<file path="config.mk">
export PLATFORM = sky130hd
export DESIGN_NAME = uart_tx
export DESIGN_NICKNAME = d
export VERILOG_FILES = /design/src/rtl/uart_tx.sv
export SDC_FILE = /design/constraint.sdc
export NUM_CORES = 1
export LEC_CHECK = 0
export BUFFER_PORTS_ARGS = -buffer_cell sky130_fd_sc_hd__buf_2
export CORE_MARGIN = 2
export CORE_UTILIZATION = 36
export DETAILED_ROUTE_END_ITERATION = 8
export PLACE_DENSITY = 0.55
export SETUP_SLACK_MARGIN = 0.2
export SYNTH_ARGS = -nofsm -noshare
export SYNTH_HDL_FRONTEND = slang
export SYNTH_SLANG_ARGS = --single-unit
</file>
<file path="constraint.sdc">
create_clock -name clk -period 2.15 [get_ports clk]
set_input_delay 0.43 -clock clk [delete_from_list [all_inputs] [get_ports clk]]
set_output_delay 0.43 -clock clk [all_outputs]
set_load 0.02 [all_outputs]
</file>
<file path="src/rtl/uart_tx.sv">
// UART transmitter: 8 data bits LSB first, one stop bit, one-entry holding register.
// Define UART_TX_PARITY_EN to add an even-parity bit between the data and the stop bit.
module uart_tx #(
    parameter int BAUD_DIV = 16
) (
    input  logic       clk,
    input  logic       rst,
    input  logic [7:0] data,
    input  logic       wr,
    input  logic       ce,
    output logic       rdy,
    output logic       busy,
    output logic       tdc,
    output logic       Txd
);

    localparam int CW = $clog2(BAUD_DIV);

`ifdef UART_TX_PARITY_EN
    typedef enum logic [2:0] {IDLE, START, DATA, PARITY, STOP} state_t;
`else
    typedef enum logic [2:0] {IDLE, START, DATA, STOP} state_t;
`endif

    state_t          state_q, state_d;
    logic [CW-1:0]   cnt_q, cnt_d;
    logic [2:0]      idx_q, idx_d;
    logic [7:0]      sh_q, sh_d;
    logic [7:0]      hold_q, hold_d;
    logic            hfull_q, hfull_d;
    logic            tdc_q, tdc_d;
    logic            txd_q, txd_d;
`ifdef UART_TX_PARITY_EN
    logic            par_q, par_d;
`endif

    logic accept;
    logic bit_end;

    assign rdy     = ~hfull_q;
    assign busy    = (state_q != IDLE);
    assign tdc     = tdc_q;
    assign Txd     = txd_q;
    assign accept  = wr & ce & ~hfull_q;
    assign bit_end = (cnt_q == CW'(BAUD_DIV - 1));

    always_ff @(posedge clk) begin
        if (rst) begin
            state_q <= IDLE;
            cnt_q   <= '0;
            idx_q   <= '0;
            sh_q    <= '0;
            hold_q  <= '0;
            hfull_q <= 1'b0;
            tdc_q   <= 1'b0;
            txd_q   <= 1'b1;
`ifdef UART_TX_PARITY_EN
            par_q   <= 1'b0;
`endif
        end else begin
            state_q <= state_d;
            cnt_q   <= cnt_d;
            idx_q   <= idx_d;
            sh_q    <= sh_d;
            hold_q  <= hold_d;
            hfull_q <= hfull_d;
            tdc_q   <= tdc_d;
            txd_q   <= txd_d;
`ifdef UART_TX_PARITY_EN
            par_q   <= par_d;
`endif
        end
    end

    // Txd is computed for the state being entered so the registered line lines up with state_q.
    always_comb begin
        state_d = state_q;
        cnt_d   = cnt_q;
        idx_d   = idx_q;
        sh_d    = sh_q;
        hold_d  = hold_q;
        hfull_d = hfull_q;
        tdc_d   = 1'b0;
        txd_d   = txd_q;
`ifdef UART_TX_PARITY_EN
        par_d   = par_q;
`endif

        if (state_q != IDLE) begin
            cnt_d = bit_end ? '0 : cnt_q + CW'(1);
        end

        unique case (state_q)
            IDLE: begin
                txd_d = 1'b1;
                if (accept) begin
                    state_d = START;
                    cnt_d   = '0;
                    idx_d   = '0;
                    sh_d    = data;
                    txd_d   = 1'b0;
`ifdef UART_TX_PARITY_EN
                    par_d   = ^data;
`endif
                end
            end
            START: begin
                if (bit_end) begin
                    state_d = DATA;
                    idx_d   = '0;
                    txd_d   = sh_q[0];
                end
            end
            DATA: begin
                if (bit_end) begin
                    if (idx_q == 3'd7) begin
`ifdef UART_TX_PARITY_EN
                        state_d = PARITY;
                        txd_d   = par_q;
`else
                        state_d = STOP;
                        txd_d   = 1'b1;
`endif
                    end else begin
                        idx_d = idx_q + 3'd1;
                        sh_d  = {1'b0, sh_q[7:1]};
                        txd_d = sh_q[1];
                    end
                end
            end
`ifdef UART_TX_PARITY_EN
            PARITY: begin
                if (bit_end) begin
                    state_d = STOP;
                    txd_d   = 1'b1;
                end
            end
`endif
            STOP: begin
                if (bit_end) begin
                    tdc_d = 1'b1;
                    if (hfull_q) begin
                        state_d = START;
                        cnt_d   = '0;
                        idx_d   = '0;
                        sh_d    = hold_q;
                        hfull_d = 1'b0;
                        txd_d   = 1'b0;
`ifdef UART_TX_PARITY_EN
                        par_d   = ^hold_q;
`endif
                    end else if (accept) begin
                        state_d = START;
                        cnt_d   = '0;
                        idx_d   = '0;
                        sh_d    = data;
                        txd_d   = 1'b0;
`ifdef UART_TX_PARITY_EN
                        par_d   = ^data;
`endif
                    end else begin
                        state_d = IDLE;
                        txd_d   = 1'b1;
                    end
                end
            end
            default: begin
                state_d = IDLE;
                txd_d   = 1'b1;
            end
        endcase

        // A write mid-frame parks in the holding register; the last STOP clock loads directly instead.
        if (accept && (state_q != IDLE) && !((state_q == STOP) && bit_end)) begin
            hold_d  = data;
            hfull_d = 1'b1;
        end
    end

endmodule

</file>
==> results of run 1 <==
## critical path, delay by kind of cell, from the launching register on
| family | cells | cell delay, ps |
|---|---|---|
| DFF | 1 | 400 |
| and+or+nand+nor | 2 | 540 |
| AOI/OAI and AO/OA | 2 | 640 |
| adders and majority gates | 1 | 160 |
| buffers and inverters | 1 | 60 |
## layer usage
metal	track usage	vias up	wire, µm
met3	0.0409	2	158
met5	0	-	0
met4	0.0305	0	12
met2	0.296	32	1880
met1	0.212	690	1720
li1	-	684	-
## sequential cells by signal, summed over array words and instances, names as in the netlist
register  count
Txd           1
cnt_q         4
hfull_q       1
hold_q        8
idx_q         3
sh_q          8
state_q       2
tdc           1
## layout by cell type, fill, tap and decap left out, types with 3 or more instances in the layout
| cell type | instances |
|---|---|
| dfxtp_1 | 26 |
| nand2_1 | 16 |
| buf_2 | 15 |
| nor2_1 | 13 |
| buf_4 | 12 |
| mux2i_1 | 10 |
| a21oi_1 | 9 |
| o21ai_0 | 8 |
| a32oi_1 | 7 |
| a311oi_1 | 6 |
| nor3_1 | 4 |
| nand3_1 | 4 |
| inv_2 | 3 |
| a211oi_1 | 3 |
| a22o_1 | 3 |
| ha_1 | 3 |
| clkbuf_8 | 3 |
## cells by family (layout without fill, tap and decap cells)
kind of cell,count (synthesis),after routing
compound gates,56,56
fa+ha+maj,7,7
buf+inv,16,37
flops,28,28
mux,11,11
simple gates,52,52
## report_power, final
part | internal, W | total [W] | switching (W)
clock network | 0.000249 | 0.000421 | 0.000172
logic | 0.000434 | 0.000933 | 0.000499
registers | 0.000611 | 0.000681 | 0.0000701
total | 0.00129 | 0.00204 | 0.000741
## what timing repair did
item,4_1_cts,5_1_grt
gates resized for setup,11,2
setup buffers,1,3
setup endpoints to repair,9,12
pin swaps,3,3
endpoints found under the hold margin,0,0
hold buffers,0,0
## per-stage QoR
stage | power, W | util | cells
3_3_place_gp | 0.00151 | 0.420 | 233
6_report | 0.00204 | 0.456 | 241
3_5_place_dp | 0.00153 | 0.420 | 233
4_1_cts | 0.00201 | 0.449 | 238
5_1_grt | 0.00218 | 0.456 | 241
2_1_floorplan | 0.00128 | - | 170
## path summary, 6_finish.rpt
kind / endpoint / slack [ps] / depth (start not counted)
worst min-delay path: hold_q[3] / 390 / 3
worst min register to register: idx_q[0] / 500 / 2
worst max-delay path: idx_q[1] / 250 / 6
worst max register to register: idx_q[1] / 250 / 6
## area by class of cell
type / instances / area, µm²
Timing Repair Buffer: 28 / 185
Inverter: 5 / 18.8
Multi-Input combinational cell: 126 / 931
Sequential cell: 28 / 568
Tap cell: 50 / 62.6
Fill cell: 397 / 2190
Clock inverter: 1 / 30.0
Clock buffer: 3 / 41.3
==> Flow_metrics.wiki, run 1 <==
{| class="wikitable"
! Metric !! Value
|-
| Power Density || 1110 mW/mm²
|-
| Pin slew with the least headroom to its limit || 512 ps
|-
| Biggest area contributors in the synthesized netlist || dfxtp_1 37%, mux2i_1 6.6%, ha_1 5.7%, a32oi_1 4.0%, nand2_1 3.9%
|-
| Post-synth EDFFs || 0
|-
| GRT Total Usage || 0.169
|-
| Number of antenna diodes || 0
|-
| Clock-pin slew reported for the worst setup and hold paths after clock tree synthesis || 100 ps
|-
| Post-synthesis area per instance || 8.96 µm²
|-
| Worst flop-to-flop path startpoint || state_q[0]
|-
| Final ANT Viol Nets || 0
|-
| Most used DFF post-synth || dfxtp_1
|-
| Latest clock arrival within the worst-skew pair || 280 ps
|-
| Number of vias in the routed layout || 1408
|-
| Number of detailed-route iterations in the first pass || 4
|-
| Synth Net Count || 189
|-
| HPWL after detailed placement || 2660 µm
|-
| Final worst clock skew || 2.33 ps
|-
| Cts bufs inserted || 3
|-
| Dominant combinational cell family by area after synthesis || compound AO/OA/AOI/OAI gates
|-
| Floorplan die area || 0.00477 mm²
|-
| Overall overflow remaining after global route || 0
|-
| WP data required || 2330 ps
|-
| VDD IR-drop max || 0.458 mV
|-
| First-pass GRT wire length || 6760 µm
|-
| Register area share after synthesis || 0.368
|-
| Per-cell via count in the routed design || 5.84
|-
| Top-Level Pins || 16
|-
| Total placed instance area || 0.00169 mm²
|-
| Multiplexer fraction of the synthesized cell area || 0.0731
|-
| Wire length per cell || 15.7 µm
|-
| CTS root buf || clkbuf_8
|-
| Synthesized-area fraction occupied by xor and xnor cells || 0
|-
| Max-slew violations || 0
|-
| Post-route DRC || 0
|-
| Area leader, netlist || dfxtp_1
|-
| Area share of the largest cell type after synthesis || 0.368
|-
| Height of the die || 69.1 µm
|-
| CTS sink cnt || 28
|-
| Initial standard-cell utilization of the core || 0.378
|-
| Hold Path Class || input port to flop
|-
| Fraction of registers with async set or reset after synthesis || 0
|-
| Relative slew slack || 0.659
|-
| Worst Hold Margin || 387 ps
|-
| Total negative setup slack || 0 ps
|-
| WS Path Type || flop to flop
|-
| Count of endpoints failing setup in the final report || 0
|-
| Final nets || 211
|-
| IO Port Bufs || 15
|-
| Most common library cells after synthesis || 28 x dfxtp_1, 16 x nand2_1, 13 x nor2_1
|-
| Critical path's largest stage delay || 400 ps
|-
| Synth Cell Area || 0.00152 mm²
|-
| Worst-path maximum fanout || 4
|-
| Core footprint || 0.00403 mm²
|-
| Post-synth cell types || 46
|-
| Final worst path period need || 1900 ps
|-
| Kind of end point of the critical path || flop
|-
| Final WS setup || 249 ps
|-
| Number of placement rows || 23
|-
| Post-route fraction of the period consumed by the critical path || 0.884
|-
| Start point of the critical path || state_q[0]
|-
| Synthesized-area fraction occupied by adder cells || 0.0575
|-
| Share of layout cells above drive strength 1 || 0.262
|-
| Layout area overhead || 20.5%
|-
| Final non-filler cell area || 0.00184 mm²
|-
| CP Data Arrival Time || 2080 ps
|-
| Post-synthesis share of cell area spent on and, or, nand and nor gates || 0.170
|-
| Worst Hold Launch || data[3]
|-
| Leakage power summed over all cells || 0.762 nW
|-
| Max-cap violation count || 0
|-
| Synth warn || 0
|-
| Cell with the most instances after synthesis || dfxtp_1
|-
| Largest net degree at the start of global routing || 27
|-
| Slowest cell on the critical path || dfxtp_4
|-
| Number of antenna violations at the first check in global routing || 0
|-
| Compound-gate portion of the synthesized area || 0.286
|-
| Cells along the critical path || inv_2 > ha_4 > or3_4 > a2111o_1 > and2_4 > a32o_1
|-
| Global placement routability congestion || 0.784
|-
| Number of storage elements in the synthesis netlist || 28
|-
| Post-place setup slack || 133 ps
|-
| Horizontal extent of the die || 69.1 µm
|-
| Total count of hold-check failures in the final report || 0
|-
| Post-Syn Instances || 170
|-
| Buffer levels on the longest clock path || 2
|-
| H-tree depth || 1
|-
| F_max || 0.526 GHz
|-
| Kind of start point of the critical path || flop
|-
| Setup repair after global routing missed its margin || yes
|-
| Outcome || finished, final reports clean
|-
| TritonCTS clock tree || yes
|-
| Number of global-route vias before repair || 1455
|-
| Total routed wirelength || 3770 µm
|-
| Initial detailed-routing violation count || 120
|}
Power figures use the tool's default switching activity.
==> inputs of run 2 (changes only) <==
- ABC_CLOCK_PERIOD_IN_PS: default -> 2150
- CORE_UTILIZATION: 36 -> 35
- PLACE_DENSITY: 0.55 -> 0.54
- RECOVER_POWER: default -> 25
==> run 2 against run 1 <==
Combinational power down 6.4%. Hold slack improved by 11 ps. Clock power about the same. Highest routed layer unchanged. Critical endpoint is now idx_q[2]. First-iteration DRC count is 20% lower. Setup slack got worse by 5.3 ps.
==> Flow_metrics.wiki, run 2 (synthesis results as in run 1) <==
{| class="wikitable"
! Metric !! Value
|-
| Multi-input combinational cell area || 926 µm² (-0.54%)
|-
| Initial detailed-routing violation count || 96 (-20%)
|-
| Max-slew violations || 0 (unchanged)
|-
| Worst Hold Margin || 398 ps (+11.1 ps)
|-
| Critical path's largest stage delay || 410 ps (about the same)
|-
| Floorplan die area || 0.00490 mm² (+2.7%)
|-
| Relative slew slack || 0.661 (+0.00205)
|-
| Worst-path maximum fanout || 4 (unchanged)
|-
| Buffer levels on the longest clock path || 2 (unchanged)
|-
| Share of layout cells above drive strength 1 || 0.229 (-0.0331)
|-
| Final nets || 208 (-1.4%)
|-
| Leakage power summed over all cells || 0.733 nW (-3.8%)
|-
| Largest net degree at the start of global routing || 27 (unchanged)
|-
| CTS sink cnt || 28 (unchanged)
|-
| Pin slew with the least headroom to its limit || 509 ps (-3.07 ps)
|-
| Leading cell types in the layout, fill and taps excluded || 25 x dfxtp_1, 16 x nand2_1, 13 x nor2_1, 13 x buf_2, 10 x mux2i_1
|-
| H-tree depth || 1 (unchanged)
|-
| Wire length per cell || 16.2 µm (+3.6%)
|-
| Kind of end point of the critical path || flop
|-
| Top-Level Pins || 16 (unchanged)
|-
| Number of detailed-route iterations in the first pass || 4 (unchanged)
|-
| Total negative setup slack || 0 ps (unchanged)
|-
| Number of antenna diodes || 0 (unchanged)
|-
| Cts-stage hold buffer count || 0 (unchanged)
|-
| Commonest non-fill, non-tap cell in the layout || dfxtp_1
|-
| Layout filler cell count || 409 (+3.0%)
|-
| Layout area overhead || 18.1%
|-
| Count of buffering cells on the critical path with inverters included || 1 (unchanged)
|-
| Global placement routability congestion || 0.873 (+11%)
|-
| Register cell area after layout || 569 µm² (+0.22%)
|-
| F_max || 0.525 GHz (-0.28%)
|-
| Per-cell via count in the routed design || 5.83 (-0.18%)
|-
| CTS root buf || clkbuf_8
|-
| HPWL after detailed placement || 2700 µm (+1.4%)
|-
| TritonCTS clock tree || yes
|-
| GRT Total Usage || 0.161 (-0.00798)
|-
| Initial standard-cell utilization of the core || 0.373 (-0.00533)
|-
| Final ANT Viol Nets || 0 (unchanged)
|-
| Hold Path Class || input port to flop
|-
| Count of endpoints failing setup in the final report || 0 (unchanged)
|-
| WP data required || 2320 ps (about the same)
|-
| Number of global-route vias before repair || 1348 (-7.4%)
|-
| Slowest cell on the critical path || or3_4
|-
| VDD IR-drop max || 0.661 mV (+44%)
|-
| Cts bufs inserted || 3 (unchanged)
|-
| Final worst clock skew || 2.37 ps (+0.0362 ps)
|-
| Horizontal extent of the die || 70.0 µm (+1.3%)
|-
| Final worst path period need || 1910 ps (+5.28 ps)
|-
| Post-route DRC || 0 (unchanged)
|-
| CP Data Arrival Time || 2080 ps (about the same)
|-
| Max-cap violation count || 0 (unchanged)
|-
| Overall overflow remaining after global route || 0 (unchanged)
|-
| Core footprint || 0.00409 mm² (+1.4%)
|-
| Cells along the critical path || inv_4 > ha_4 > or3_4 > a2111o_1 > and2_4 > a32o_1
|-
| Total routed wirelength || 3860 µm (+2.4%)
|-
| First-pass GRT wire length || 6470 µm (-4.3%)
|-
| Outcome || finished, final reports clean
|-
| Number of placement rows || 23 (unchanged)
|-
| Largest registers || hold_q: 8 flops, sh_q: 8 flops, cnt_q: 4 flops
|-
| Number of vias in the routed layout || 1388 (-1.4%)
|-
| IO Port Bufs || 15 (unchanged)
|-
| Clock-pin slew reported for the worst setup and hold paths after clock tree synthesis || 100 ps (about the same)
|-
| Latest clock arrival within the worst-skew pair || 270 ps (about the same)
|-
| Setup repair after global routing missed its margin || yes
|-
| Power Density || 1100 mW/mm² (-0.85%)
|-
| Total count of hold-check failures in the final report || 0 (unchanged)
|-
| CP top delay family || compound AO/OA/AOI/OAI gates
|-
| Post-route fraction of the period consumed by the critical path || 0.887 (+0.00245)
|-
| Kind of start point of the critical path || flop
|-
| Height of the die || 70.0 µm (+1.3%)
|-
| Number of antenna violations at the first check in global routing || 0 (unchanged)
|-
| Post CTS Setup Buffer Count || 0 (-1)
|-
| WS Path Type || flop to flop
|}
## run 2: cell count changes in the layout (fill, tap and decap cells not counted)
cell / change
buf_4: -6
clkbuf_1: +4
buf_2: -2
clkbuf_2: +1
dfxtp_1: -1
dfxtp_2: +1
inv_2: -1
inv_4: +1
nand3_1: +1
nand3_2: -1
## run 2: routing by layer
metal | global-route usage | vias to the layer above | part of all wire
met5 | 0 | - | 0
met2 | 0.279 | 29 | 0.48
met4 | 0.0342 | 0 | 0.012
li1 | - | 683 | -
met3 | 0.0332 | 4 | 0.046
met1 | 0.206 | 672 | 0.46
## run 2: final cells by class
class                      count  area share
timing repair buffer          25      0.0834
multi-input combinational    126       0.514
inverter                       5      0.0118
sequential                    28       0.316
clock inverter                 1      0.0167
tap                           50      0.0347
clock buffer                   3      0.0229
## run 2: worst register-to-register path: stages, from the launching register on
cell      delay (ps)
dfxtp_4          400
inv_4             50
ha_4             150
or3_4            410
a2111o_1         400
and2_4           180
a32o_1           210
## run 2: worst paths after layout
| check | start | endpoint | slack (ps) | cells past startpoint |
|---|---|---|---|---|
| setup / recovery | state_q[0] | idx_q[2] | 240 | 6 |
| hold / removal | data[3] | hold_q[3] | 400 | 3 |
| setup reg to reg | state_q[0] | idx_q[2] | 240 | 6 |
| hold reg to reg | hold_q[7] | hold_q[7] | 510 | 2 |
## run 2: stage by stage
stage	cells	util	total power [W]	worst slack, ps	area [µm²]
after floorplan	170	-	0.00128	225	1530
after CTS	238	0.442	0.00199	208	1800
final	238	0.441	0.00198	244	1800
after detailed placement	234	0.416	0.00153	147	1700
after global routing	238	0.441	0.00211	157	1800
after global placement	234	0.416	0.00152	200	1700
## run 2: repair_timing
| item | in CTS | in global routing |
|---|---|---|
| hold endpoints to repair | 0 | 0 |
| pin swaps | 4 | 5 |
| gates resized for setup | 10 | 6 |
| endpoints found under the setup margin | 5 | 8 |
## run 2: power by group
group          total, W  internal (W)  switching, W  leakage [nW]
Combinational  0.000873      0.000387      0.000486         0.468
Sequential     0.000687      0.000612     0.0000750         0.229
Clock          0.000418      0.000249      0.000169        0.0357
==> inputs of run 3 (changes only) <==
- ABC_CLOCK_PERIOD_IN_PS: 2150 -> 2400
- PLACE_DENSITY: 0.54 -> default
- PLACE_DENSITY_LB_ADDON: default -> 0.2
- clock period: 2.15 -> 2.4 ns (I/O delays scaled with it)
==> run 3 against run 2 <==
Sequential share of layout area rose by 1.6 points. Critical path depth did not move. Cell count fell by 2.1%. Register-to-register slack improved by 20 ps. Fmax fell by 11%. Global-route usage fell by 0.93 points. Largest cell class unchanged. Clock skew rose by 1.9 ps. Hold slack improved by 46 ps. Largest power group unchanged.
==> Flow_metrics.wiki, run 3 (synthesis results as in run 1) <==
{| class="wikitable"
! Metric !! Value
|-
| Outcome || finished, final reports clean
|-
| VDD IR-drop max || 0.283 mV (-57%)
|-
| Max-cap violation count || 0 (unchanged)
|-
| Largest registers || hold_q: 8 flops, sh_q: 8 flops, cnt_q: 4 flops
|-
| Floorplan die area || 0.00490 mm² (unchanged)
|-
| Post-route DRC || 0 (unchanged)
|-
| Number of detailed-route iterations in the first pass || 4 (unchanged)
|-
| Reg2Reg Setup Slack || 270 ps (+20 ps)
|-
| CP Data Arrival Time || 2310 ps (+230 ps)
|-
| End of the critical path || idx_q[2]
|-
| Sequential group share of total power || 0.383 (+0.036)
|-
| H-tree depth || 1 (unchanged)
|-
| Total placed instance area || 0.00166 mm² (-2.6%)
|-
| Leading cell types in the layout, fill and taps excluded || 28 x dfxtp_1, 16 x nand2_1, 13 x nor2_1, 13 x buf_2, 10 x mux2i_1
|-
| HPWL after detailed placement || 2580 µm (-4.4%)
|-
| CTS sink cnt || 28 (unchanged)
|-
| Post CTS Setup Buffer Count || 0 (unchanged)
|-
| WS Path Type || flop to flop
|-
| Number of antenna diodes || 0 (unchanged)
|-
| Buffer levels on the longest clock path || 2 (unchanged)
|-
| Final non-filler cell area || 0.00169 mm² (-6.2%)
|-
| Clock-pin slew reported for the worst setup and hold paths after clock tree synthesis || 90 ps (about the same)
|-
| Capture point of the worst reg-to-reg path || idx_q[2]
|-
| Total negative setup slack || 0 ps (unchanged)
|-
| Wire length per cell || 15.6 µm (-3.7%)
|-
| Height of the die || 70.0 µm (unchanged)
|-
| Combinational power share || 0.453 (+0.012)
|-
| Cts bufs inserted || 3 (unchanged)
|-
| Setup repair after global routing missed its margin || no
|-
| Cell depth of the worst flop-to-flop path || 6 (unchanged)
|-
| Final worst path period need || 2130 ps (+227 ps)
|-
| Net switching fraction of the power || 0.397 (+0.0279)
|-
| Initial detailed-routing violation count || 112 (+17%)
|-
| WP data required || 2570 ps (+250 ps)
|-
| Overall overflow remaining after global route || 0 (unchanged)
|-
| Number of antenna violations at the first check in global routing || 0 (unchanged)
|-
| Number of placement rows || 23 (unchanged)
|-
| Number of global-route vias before repair || 1326 (-1.6%)
|-
| Count of endpoints failing setup in the final report || 0 (unchanged)
|-
| Global placement routability congestion || 0.888 (+1.7%)
|-
| Leakage power summed over all cells || 0.705 nW (-3.9%)
|-
| Horizontal extent of the die || 70.0 µm (unchanged)
|-
| Hold Path Class || input port to flop
|-
| Net switching component of the power || 0.000620 W (-15%)
|-
| Core footprint || 0.00409 mm² (unchanged)
|-
| F_max || 0.469 GHz (-11%)
|-
| Final worst clock skew || 4.24 ps (+1.87 ps)
|-
| IO Port Bufs || 15 (unchanged)
|-
| Layout area overhead || 10.8%
|-
| Post-route fraction of the period consumed by the critical path || 0.889 (+0.00233)
|-
| Pin slew with the least headroom to its limit || 493 ps (-15.4 ps)
|-
| CTS root buf || clkbuf_8
|-
| TritonCTS clock tree || yes
|-
| Commonest non-fill, non-tap cell in the layout || dfxtp_1
|-
| GRT Total Usage || 0.152 (-0.00932)
|-
| Kind of start point of the critical path || flop
|-
| Share of layout cells above drive strength 1 || 0.148 (-0.0812)
|-
| Relative slew slack || 0.671 (+0.0103)
|-
| Per-cell via count in the routed design || 5.88 (+0.89%)
|-
| Final nets || 204 (-1.9%)
|-
| Number of vias in the routed layout || 1371 (-1.2%)
|-
| Start point of the critical path || state_q[1]
|-
| Latest clock arrival within the worst-skew pair || 270 ps (about the same)
|-
| Max-slew violations || 0 (unchanged)
|-
| Power Density || 925 mW/mm² (-16%)
|-
| Worst flop-to-flop path startpoint || state_q[1]
|-
| Internal power of the cells || 0.000942 W (-25%)
|-
| Worst-path maximum fanout || 4 (unchanged)
|-
| Clock network fraction of design power || 0.164 (-0.047)
|-
| Initial standard-cell utilization of the core || 0.373 (unchanged)
|-
| Total count of hold-check failures in the final report || 0 (unchanged)
|-
| Final ANT Viol Nets || 0 (unchanged)
|-
| Kind of end point of the critical path || flop
|-
| Cell depth of the worst min-delay path || 3 (unchanged)
|-
| Top-Level Pins || 16 (unchanged)
|-
| Total routed wirelength || 3640 µm (-5.7%)
|-
| Largest net degree at the start of global routing || 27 (unchanged)
|-
| First-pass GRT wire length || 6090 µm (-5.8%)
|}
==> run 3: cell types whose count changed in the layout (fill, tap and decap cells not counted), moves of 2 or more <==
cell and change:
ha_2 -2, ha_4 -2, inv_2 -2, buf_4 -2, dfxtp_4 -2, inv_1 +3, ha_1 +4, dfxtp_1 +3
==> run 3: stage by stage <==
| step | hold slack, ps | setup slack (ps) | instances | power (W) | utilization |
|---|---|---|---|---|---|
| global placement | 482 | 396 | 230 | 0.00129 | 0.405 |
| finish | 444 | 267 | 233 | 0.00156 | 0.413 |
| floorplan | 460 | 388 | 170 | 0.00114 | - |
| CTS | 447 | 331 | 233 | 0.00157 | 0.415 |
| global route | 454 | 169 | 233 | 0.00167 | 0.413 |
| detailed placement | 493 | 345 | 230 | 0.00131 | 0.405 |
==> run 3: layout make-up <==
| class | instances | area [µm²] |
|---|---|---|
| fillers | 422 | 2400 |
| well taps | 50 | 62.6 |
| inverters | 5 | 18.8 |
| flip-flops and latches | 28 | 561 |
| multi-input cells | 126 | 888 |
| repair buffers | 21 | 118 |
| clock buffers | 3 | 41.3 |
==> run 3: power by group through the flow <==
stage / sequential, W / clock [W] / combinational [W]
finish: 0.000599 / 0.000256 / 0.000707
global route: 0.000609 / 0.000289 / 0.000775
floorplan: 0.000596 / 0 / 0.000548
CTS: 0.000597 / 0.000264 / 0.000710
detailed placement: 0.000607 / 0 / 0.000705
global placement: 0.000603 / 0 / 0.000691
==> run 3: repair_timing <==
item | 4_1_cts | 5_1_grt
hold buffers | 0 | 0
endpoints found under the setup margin | 0 | 2
resized for setup | 0 | 1
==> run 3: how the worst min path moves through the flow <==
stage               startpoint         to  slack (ps)
floorplan             idx_q[0]   idx_q[0]         460
global placement     hold_q[5]  hold_q[5]         480
detailed placement   hold_q[6]  hold_q[6]         490
CTS                    data[6]  hold_q[6]         450
global route           data[2]  hold_q[2]         450
finish                 data[6]  hold_q[6]         440
==> run 3: metal layers <==
metal	part of all wire	GRT usage	vias to the layer above
met3	0.037	0.0274	6
met1	0.47	0.199	667
met4	0.013	0.0449	0
li1	-	-	672
met2	0.48	0.254	26
met5	0	0	-
==> run 3: critical path, stage by stage (launching register included) <==
cell      delay (ps)
dfxtp_1          410
inv_1             80
ha_1             250
or3_1            420
a2111o_1         460
and2_4           170
a32o_1           240
